**src/rtl/pipe_hazard_ctrl_if.sv**
```systemverilog
// Bundle between the pipeline datapath and the hazard controller.
// The datapath (master) reports the ID/EX situation; the controller (slave) returns the stall/flush controls.
interface pipe_hazard_ctrl_if;
  logic [3:0]  id_opcode;
  logic [3:0]  id_rs;
  logic [3:0]  id_rt;
  logic        id_uses_rs;
  logic        id_uses_rt;
  logic        ex_memread;
  logic [3:0]  ex_rd;
  logic        id_branch_taken;
  logic        mem_busy;
  logic        pc_wen;
  logic        ifid_wen;
  logic        ifid_flush;
  logic        idex_bubble;
  logic        pipe_freeze;
  logic        halted;
  logic        mem_timeout;
  logic [15:0] stall_cycles;

  modport master (
    output id_opcode, id_rs, id_rt, id_uses_rs, id_uses_rt,
           ex_memread, ex_rd, id_branch_taken, mem_busy,
    input  pc_wen, ifid_wen, ifid_flush, idex_bubble, pipe_freeze,
           halted, mem_timeout, stall_cycles
  );

  modport slave (
    input  id_opcode, id_rs, id_rt, id_uses_rs, id_uses_rt,
           ex_memread, ex_rd, id_branch_taken, mem_busy,
    output pc_wen, ifid_wen, ifid_flush, idex_bubble, pipe_freeze,
           halted, mem_timeout, stall_cycles
  );
endinterface

```
**src/rtl/pipe_hazard_ctrl.sv**
```systemverilog
// Pipeline hazard controller: memory-wait freeze, halt, load-use bubble and taken-branch flush.
// Control outputs are Mealy so a memory wait ends with no extra cycle of latency.
module pipe_hazard_ctrl (
  input logic             clk,
  input logic             rst,
  pipe_hazard_ctrl_if.slave hz
);

  typedef enum logic [1:0] {
    RUN     = 2'd0,
    MEMWAIT = 2'd1,
    HALT    = 2'd2
  } state_e;

  state_e      state_q, state_d;
  logic [7:0]  waitCnt_q, waitCnt_d;
  logic        timeout_q, timeout_d;
  logic [15:0] stall_q, stall_d;

  logic loadUse;
  logic pcWen, ifidWen, ifidFlush, idexBubble, pipeFreeze, haltedOut;

  assign loadUse = hz.ex_memread && (hz.ex_rd != 4'd0) &&
                   ((hz.id_uses_rs && (hz.id_rs == hz.ex_rd)) ||
                    (hz.id_uses_rt && (hz.id_rt == hz.ex_rd)));

  // Priority chain evaluated in RUN, and in MEMWAIT once memory is ready, so exit costs no cycle.
  always_comb begin
    pcWen      = 1'b0;
    ifidWen    = 1'b0;
    ifidFlush  = 1'b0;
    idexBubble = 1'b0;
    pipeFreeze = 1'b0;
    haltedOut  = 1'b0;
    state_d    = state_q;
    waitCnt_d  = 8'd0;
    timeout_d  = timeout_q;
    stall_d    = stall_q;
    if (rst) begin
      case (state_q)
        HALT: begin
          haltedOut = 1'b1;
        end
        default: begin
          if (hz.mem_busy) begin
            pipeFreeze = 1'b1;
            state_d    = MEMWAIT;
            waitCnt_d  = (waitCnt_q == 8'hFF) ? 8'hFF : waitCnt_q + 8'd1;
            if (waitCnt_d == 8'hFF) timeout_d = 1'b1;
          end else if (hz.id_opcode == 4'hF) begin
            haltedOut = 1'b1;
            state_d   = HALT;
          end else if (loadUse) begin
            idexBubble = 1'b1;
            state_d    = RUN;
          end else if (hz.id_branch_taken) begin
            pcWen     = 1'b1;
            ifidWen   = 1'b1;
            ifidFlush = 1'b1;
            state_d   = RUN;
          end else begin
            pcWen   = 1'b1;
            ifidWen = 1'b1;
            state_d = RUN;
          end
          if (!pcWen && (stall_q != 16'hFFFF)) stall_d = stall_q + 16'd1;
        end
      endcase
    end
  end

  always_ff @(posedge clk or negedge rst) begin
    if (!rst) begin
      state_q   <= RUN;
      waitCnt_q <= 8'd0;
      timeout_q <= 1'b0;
      stall_q   <= 16'd0;
    end else begin
      state_q   <= state_d;
      waitCnt_q <= waitCnt_d;
      timeout_q <= timeout_d;
      stall_q   <= stall_d;
    end
  end

  assign hz.pc_wen       = pcWen;
  assign hz.ifid_wen     = ifidWen;
  assign hz.ifid_flush   = ifidFlush;
  assign hz.idex_bubble  = idexBubble;
  assign hz.pipe_freeze  = pipeFreeze;
  assign hz.halted       = haltedOut;
  assign hz.mem_timeout  = timeout_q;
  assign hz.stall_cycles = stall_q;

endmodule

```
**src/flat_wrapper.sv**
```systemverilog
// flat-port wrapper written by rule: the top's interface ports become plain ports
module pipe_hazard_ctrl_flat 
  (clk, rst, hz_id_opcode, hz_id_rs, hz_id_rt, hz_id_uses_rs, hz_id_uses_rt, hz_ex_memread, hz_ex_rd, hz_id_branch_taken, hz_mem_busy, hz_pc_wen, hz_ifid_wen, hz_ifid_flush, hz_idex_bubble, hz_pipe_freeze, hz_halted, hz_mem_timeout, hz_stall_cycles);
  pipe_hazard_ctrl_if hz_i ();
  input logic clk;
  input logic rst;
  input wire logic [$bits(hz_i.id_opcode)-1:0] hz_id_opcode;
  input wire logic [$bits(hz_i.id_rs)-1:0] hz_id_rs;
  input wire logic [$bits(hz_i.id_rt)-1:0] hz_id_rt;
  input wire logic [$bits(hz_i.id_uses_rs)-1:0] hz_id_uses_rs;
  input wire logic [$bits(hz_i.id_uses_rt)-1:0] hz_id_uses_rt;
  input wire logic [$bits(hz_i.ex_memread)-1:0] hz_ex_memread;
  input wire logic [$bits(hz_i.ex_rd)-1:0] hz_ex_rd;
  input wire logic [$bits(hz_i.id_branch_taken)-1:0] hz_id_branch_taken;
  input wire logic [$bits(hz_i.mem_busy)-1:0] hz_mem_busy;
  output wire logic [$bits(hz_i.pc_wen)-1:0] hz_pc_wen;
  output wire logic [$bits(hz_i.ifid_wen)-1:0] hz_ifid_wen;
  output wire logic [$bits(hz_i.ifid_flush)-1:0] hz_ifid_flush;
  output wire logic [$bits(hz_i.idex_bubble)-1:0] hz_idex_bubble;
  output wire logic [$bits(hz_i.pipe_freeze)-1:0] hz_pipe_freeze;
  output wire logic [$bits(hz_i.halted)-1:0] hz_halted;
  output wire logic [$bits(hz_i.mem_timeout)-1:0] hz_mem_timeout;
  output wire logic [$bits(hz_i.stall_cycles)-1:0] hz_stall_cycles;
  assign hz_i.id_opcode = hz_id_opcode;
  assign hz_i.id_rs = hz_id_rs;
  assign hz_i.id_rt = hz_id_rt;
  assign hz_i.id_uses_rs = hz_id_uses_rs;
  assign hz_i.id_uses_rt = hz_id_uses_rt;
  assign hz_i.ex_memread = hz_ex_memread;
  assign hz_i.ex_rd = hz_ex_rd;
  assign hz_i.id_branch_taken = hz_id_branch_taken;
  assign hz_i.mem_busy = hz_mem_busy;
  assign hz_pc_wen = hz_i.pc_wen;
  assign hz_ifid_wen = hz_i.ifid_wen;
  assign hz_ifid_flush = hz_i.ifid_flush;
  assign hz_idex_bubble = hz_i.idex_bubble;
  assign hz_pipe_freeze = hz_i.pipe_freeze;
  assign hz_halted = hz_i.halted;
  assign hz_mem_timeout = hz_i.mem_timeout;
  assign hz_stall_cycles = hz_i.stall_cycles;
  pipe_hazard_ctrl u_core (.clk(clk), .rst(rst), .hz(hz_i));
endmodule
```
**config.mk**
```make
export PLATFORM = sky130hd
export DESIGN_NAME = pipe_hazard_ctrl_flat
export DESIGN_NICKNAME = d
export VERILOG_FILES = /design/src/rtl/pipe_hazard_ctrl_if.sv /design/src/rtl/pipe_hazard_ctrl.sv /design/src/flat_wrapper.sv
export SDC_FILE = /design/constraint.sdc
export NUM_CORES = 1
export LEC_CHECK = 0
export BUFFER_PORTS_ARGS = -buffer_cell sky130_fd_sc_hd__buf_2
export CORE_ASPECT_RATIO = 0.7
export CORE_MARGIN = 2
export CORE_UTILIZATION = 30
export CTS_CLUSTER_SIZE = 24
export DETAILED_ROUTE_END_ITERATION = 12
export GPL_TIMING_DRIVEN = 1
export SYNTH_ARGS = -nofsm -noshare
export SYNTH_HDL_FRONTEND = slang
export SYNTH_SLANG_ARGS = --single-unit
```
**constraint.sdc**
```tcl
create_clock -name clk -period 3.6 [get_ports clk]
set_input_delay 0.36 -clock clk [delete_from_list [all_inputs] [get_ports clk]]
set_output_delay 0.36 -clock clk [all_outputs]
set_load 0.03 [all_outputs]
```
==> results_dict.tcl, run 1 <==
set metrics [dict create \
    synth-seq-cells 27 \
    clkSinkCount 27 \
    clk_root_buffer_cell "clkbuf_8" \
    pre_cts_slack_ns 1.400 \
    switchingPower_mw 0.2865 \
    seqPwrFrac_pct 48.3 \
    hold_viol 0 \
    crit_path_max_fanout 13 \
    power_mw 0.7957 \
    boundaryPins 46 \
    antenna_found_initial 0 \
    fin_setup_tns_ns 0 \
    ir_drop_mv 0.3173 \
    outcome "completed" \
    grt_pass1_wl_mm 5.740 \
    ys_warn_count 0 \
    cts_buffers 3 \
    met1_usage_pct 20.46 \
    skew_ns 0.007839 \
    rsz0062_at_grt "no" \
    synth_top_area_cell "dfrtp_1" \
    die_area_mm2 0.005618 \
    die_w_um 88.73 \
    leakagePower_nw 0.9039 \
    drt-wirelength-per-cell_um 12.62 \
    viasPerCell 4.673 \
    syn2layout_area_growth_pct 23.98 \
    setup_slack_ns 1.193 \
    synth_area_leaders "dfrtp_1 (45%), xnor2_1 (7.6%), xor2_1 (4.6%)" \
    hold_class "in2reg" \
    fin_util_pct 38.88 \
    cap_violations 0 \
    cpMostUsedCell "buf_2" \
    post_cts_buffers 0 \
    layout.nets 226 \
    p_int_mw 0.5092 \
    fin_crit_sh_pct 66.85 \
    fmax_mhz 415.5 \
    clockPowerShare_pct 21.3 \
    p_comb_share_pct 30.5 \
    multiInputGateArea_um2 804.5 \
    whs_ns 0.3267 \
    worst-path-buf-inv 4 \
    final_antenna_net_count 0 \
    cp_slowest_stage_delay_ns 0.52 \
    relSlewSlack_pct 72.68 \
    synth_top_cell_area_share_pct 44.81 \
    path_clk_slew_ns 0.09 \
    critPathKind "in2out" \
    cts_tree "done" \
    remaining_drc_errors 0 \
    grt_pass1_vias 1144 \
    vias 1257 \
    final-instance-count-excl-fill 269 \
    std_cell_rows 21 \
    grt_util_all_layers_pct 13.22 \
    yosysSeqAreaShare_pct 44.81 \
    critical_path.startpoint_type "primary input" \
    period_minus_slack_ns 2.407 \
    clock_latency_ns 0.27 \
    seq_area_um2 675.6 \
    drt-total-wl_mm 3.395 \
    drt_iter0_markers 38 \
    drv_slew 0 \
    setup_viol 0 \
    hpwl_mm 2.691 \
    port_buffers 45 \
    clk_path_buf_depth 2 \
    placedCellCount 264 \
    ys_types 36 \
    worstPathArrival_ns 2.05 \
    h-tree-depth 1 \
    initial_utilization_pct 31.36 \
    tightest_slew_ns 0.4089 \
    p_per_area_mw_per_mm2 425.7 \
    gp_congestion 0.7205 \
    cts-resized-gates 0 \
    syn_area_mm2 0.001508 \
    busiest_layer "met1" \
    grt_max_degree 22 \
    dpl_cell_area_mm2 0.001814 \
    met2_usage_pct 17.63 \
    cp-end-kind "output port" \
    slowest_stage "dlygate4sd3_1" \
    worstPathRequired_ns 3.24 \
    dr.pass1.iters 4 \
    fin_area_mm2 0.001869 \
    use_met3_pct 3.408 \
    core_area_mm2 0.004808 \
    n_fill_cell 484 \
    synth_cells 151 \
    avgSynthCellArea_um2 9.985 \
    cp_top_family "buffers and inverters" \
    die_height_um 63.31 \
    antenna_cells 0 \
    path_cells "dlygate4sd3_1 -> buf_2 -> and2_1 -> nand2_1 -> inv_1 -> buf_2" \
    swShare_pct 36.01 \
    syn_nets 176 \
    layout-drive-gt1-share_pct 28.00 \
    overflow 0 \
]
logic make-up (layout without fill, tap and decap cells):
group           Yosys count  in the layout  share of synthesized area (%)
mux                       2              2                          1.742
compound gates           24             24                          11.20
flops                    27             27                          44.81
buf+inv                   6             55                          1.825
fa+ha+maj                 2              2                          1.659
simple gates             69             69                          26.56
xor+xnor                 21             21                          12.20
power groups by stage:
stage / clock, mW / combinational [mW] / sequential (mW)
after global routing: 0.193 / 0.265 / 0.393
after global placement: 0 / 0.240 / 0.390
after floorplan: 0 / 0.0983 / 0.449
after CTS: 0.178 / 0.246 / 0.384
final: 0.169 / 0.242 / 0.384
after detailed placement: 0 / 0.243 / 0.390
sequential cells by signal (all words and copies together), names as in the netlist:
name                    cells
u_core.hz.stall_cycles     16
u_core.state_q              2
u_core.hz.mem_timeout       1
u_core.waitCnt_q            8
path summary, 6_finish.rpt:
path                                                 start                   endpoint  slack [ns]  cells after the start
worst max-delay path                                   rst             hz_pipe_freeze        1.19                      6
worst min register to register       u_core.hz.mem_timeout      u_core.hz.mem_timeout        0.47                      1
worst max register to register  u_core.hz.stall_cycles[10]  u_core.hz.stall_cycles[1]        1.55                      6
worst min-delay path                           hz_mem_busy          u_core.state_q[1]        0.33                      2
max in group asynchronous                              rst        u_core.waitCnt_q[7]        2.55                      3
min in group asynchronous                              rst  u_core.hz.stall_cycles[6]        0.49                      2
area by class of cell:
type | instances | share of cell area (%)
clock buffers | 4 | 2.410
repair buffers | 47 | 12.99
well taps | 69 | 4.618
flip-flops and latches | 27 | 36.14
inverters | 4 | 0.8032
multi-input cells | 118 | 43.04
metal layers:
metal / up-vias / wire length (µm)
li1: 638 / -
met1: 586 / 1775
met2: 27 / 1408
met3: 6 / 159
met4: 0 / 52
met5: - / 0
cell usage in the layout, fill, tap and decap left out, types with 2 or more instances in the layout:
| cell type | instances |
|---|---|
| xnor2_1 | 13 |
| inv_1 | 4 |
| a31oi_1 | 6 |
| and3_1 | 10 |
| o211ai_1 | 2 |
| nand2b_1 | 4 |
| a21oi_1 | 8 |
| and2_1 | 5 |
| o21ai_0 | 2 |
| nand2_1 | 14 |
| ha_1 | 2 |
| xor2_1 | 8 |
| buf_2 | 45 |
| nand3_1 | 8 |
| nand4_2 | 2 |
| clkbuf_8 | 3 |
| nand4_1 | 6 |
| dfrtp_1 | 27 |
| nor3_1 | 6 |
| nor2_1 | 6 |
what timing repair did:
action | CTS | global route
endpoints found under the hold margin | 8 | 0
setup endpoints to repair | 0 | 0
hold buffers | 1 | 0
cell usage after synthesis:
library cell	instances
buf_4	1
xor2_1	8
dfrtp_1	27
and3b_1	1
nor2_1	6
nor2b_1	1
o2bb2ai_1	1
nor3_1	6
nand4_2	2
and4b_1	1
or3_1	1
o21ai_0	2
buf_2	1
o21bai_1	1
mux2_1	1
nand3_1	8
and2_1	5
nand4_1	6
nand2b_1	4
o211ai_1	2
xnor2_1	13
o41a_1	1
and2_4	1
ha_1	2
inv_1	4
o211a_1	1
mux2_4	1
nand2_1	14
o31ai_1	1
nor3_2	1
a21oi_1	8
a31oi_1	6
nor4b_1	1
a31oi_4	1
and3_1	10
nor4b_2	1
Note: power is estimated with default switching activity, not from simulation.
==> run 2, diff against run 1 <==
Clock period 3.6 ns to 2.1 ns, I/O delays scaled along.
==> run 2 against run 1 <==
Net effect:
- global-route usage is 0.61 points higher
- critical path depth is 1 higher
- register-to-register slack worse by 1.3 ns
==> results_dict.tcl, run 2 (synthesis results as in run 1) <==
set metrics [dict create \
    relSlewSlack_pct 74.59 \
    fmax_mhz 497.4 \
    grt_pass1_vias 1208 \
    drt-wirelength-per-cell_um 12.69 \
    mostFrequentLayoutCells "buf_2 (45), dfrtp_1 (27), nand2_1 (14)" \
    outcome "completed" \
    hpwl_mm 2.789 \
    die_area_mm2 0.005618 \
    initial_utilization_pct 31.36 \
    grt_pass1_wl_mm 5.934 \
    drt_iter0_markers 64 \
    port_buffers 45 \
    final-instance-count-excl-fill 274 \
    fin_crit_sh_pct 95.73 \
    clockPowerShare_pct 21.9 \
    tightest_slew_ns 0.3783 \
    gp_congestion 0.8210 \
    drt-total-wl_mm 3.478 \
    worstPathRequired_ns 1.89 \
    setup_viol 0 \
    drv_slew 0 \
    post_cts_buffers 0 \
    grt_max_degree 15 \
    rsz0062_at_grt "no" \
    std_cell_rows 21 \
    critPathKind "in2out" \
    clk_path_buf_depth 2 \
    layout.nets 231 \
    largest_register_ffs 16 \
    seqPwrFrac_pct 47.7 \
    remaining_drc_errors 0 \
    final_antenna_net_count 0 \
    layout-drive-gt1-share_pct 30.24 \
    syn2layout_area_growth_pct 26.56 \
    grt_util_all_layers_pct 13.83 \
    viasPerCell 4.679 \
    p_per_area_mw_per_mm2 728.8 \
    cts_tree "done" \
    p_int_mw 0.8779 \
    hold_viol 0 \
    final_common_cell "buf_2" \
    cts_buffers 3 \
    die_w_um 88.73 \
    swShare_pct 36.87 \
    overflow 0 \
    p_comb_share_pct 30.5 \
    dr.pass1.iters 4 \
    cap_violations 0 \
    core_area_mm2 0.004808 \
    vias 1282 \
    leakagePower_nw 0.9288 \
    clock_latency_ns 0.28 \
    critical_path.startpoint_type "primary input" \
    die_height_um 63.31 \
    ir_drop_mv 0.4823 \
    fin_setup_tns_ns 0 \
    antenna_found_initial 0 \
    clk_root_buffer_cell "clkbuf_8" \
    crit_path_max_fanout 10 \
    period_minus_slack_ns 2.010 \
    cp-end-kind "output port" \
    h-tree-depth 1 \
    power_mw 1.391 \
    switchingPower_mw 0.5127 \
    hold_class "in2reg" \
    antenna_cells 0 \
    placedCellCount 269 \
    path_clk_slew_ns 0.09 \
    clkSinkCount 27 \
    skew_ns 0.002401 \
    worstPathArrival_ns 1.80 \
    boundaryPins 46 \
]
run 2: changes by cell type in the layout (fill, tap and decap cells not counted), sizes merged:
| cell | delta |
|---|---|
| buf | +5 |
run 2: power groups by stage:
stage	Clock, mW	Sequential, mW	Combinational [mW]
floorplan	0	0.770	0.169
global placement	0	0.668	0.429
detailed placement	0	0.674	0.423
CTS	0.314	0.663	0.428
global route	0.334	0.676	0.465
finish	0.304	0.663	0.424
run 2: metal layers:
metal  global-route usage [%]  vias up  wire length, µm
li1                         -      651                -
met1                    21.41      604             1917
met2                    18.75       24             1415
met3                    4.194        3              135
met4                    2.841        0               10
met5                        0        -                0
run 2: path summary, 6_finish.rpt:
kind                                      startpoint                         end  slack, ns  depth (start not counted)
min reg2reg                    u_core.hz.mem_timeout       u_core.hz.mem_timeout       0.48                          1
max reg2reg                u_core.hz.stall_cycles[0]   u_core.hz.stall_cycles[1]       0.26                          7
max in group asynchronous                        rst         u_core.waitCnt_q[4]       1.28                          4
min in group asynchronous                        rst  u_core.hz.stall_cycles[14]       0.43                          3
max                                              rst               hz_ifid_flush       0.09                          7
min                                      hz_mem_busy           u_core.state_q[1]       0.17                          2
run 2: what timing repair did:
item | CTS | global route
hold buffers | 1 | 0
endpoints found under the setup margin | 0 | 1
endpoints found under the hold margin | 15 | 0
gates resized for setup | 0 | 1
run 2: metrics by stage:
step / setup WS, ns / hold slack (ns) / utilization (%) / cell area (µm²)
2_1_floorplan: 0.1150 / -0.08559 / - / 1508
3_3_place_gp: 0.1722 / 0.1835 / 38.51 / 1852
3_5_place_dp: 0.1906 / 0.1764 / 38.51 / 1852
4_1_cts: 0.01876 / 0.1744 / 39.66 / 1907
5_1_grt: 0.01044 / 0.1778 / 39.68 / 1908
6_report: 0.08973 / 0.1739 / 39.68 / 1908
run 2: final cells by class:
type,count,area [µm²]
fillers,493,2900
inverters,4,15.01
flip-flops and latches,27,675.6
repair buffers,52,280.3
well taps,69,86.33
multi-input cells,118,805.8
clock buffers,4,45.04
run 2: critical path, cell delays in order:
cell and delay, ns:
dlygate4sd3_1 0.52, buf_2 0.14, buf_4 0.19, and2_2 0.23, and3_1 0.20, and2_1 0.12, buf_2 0.19
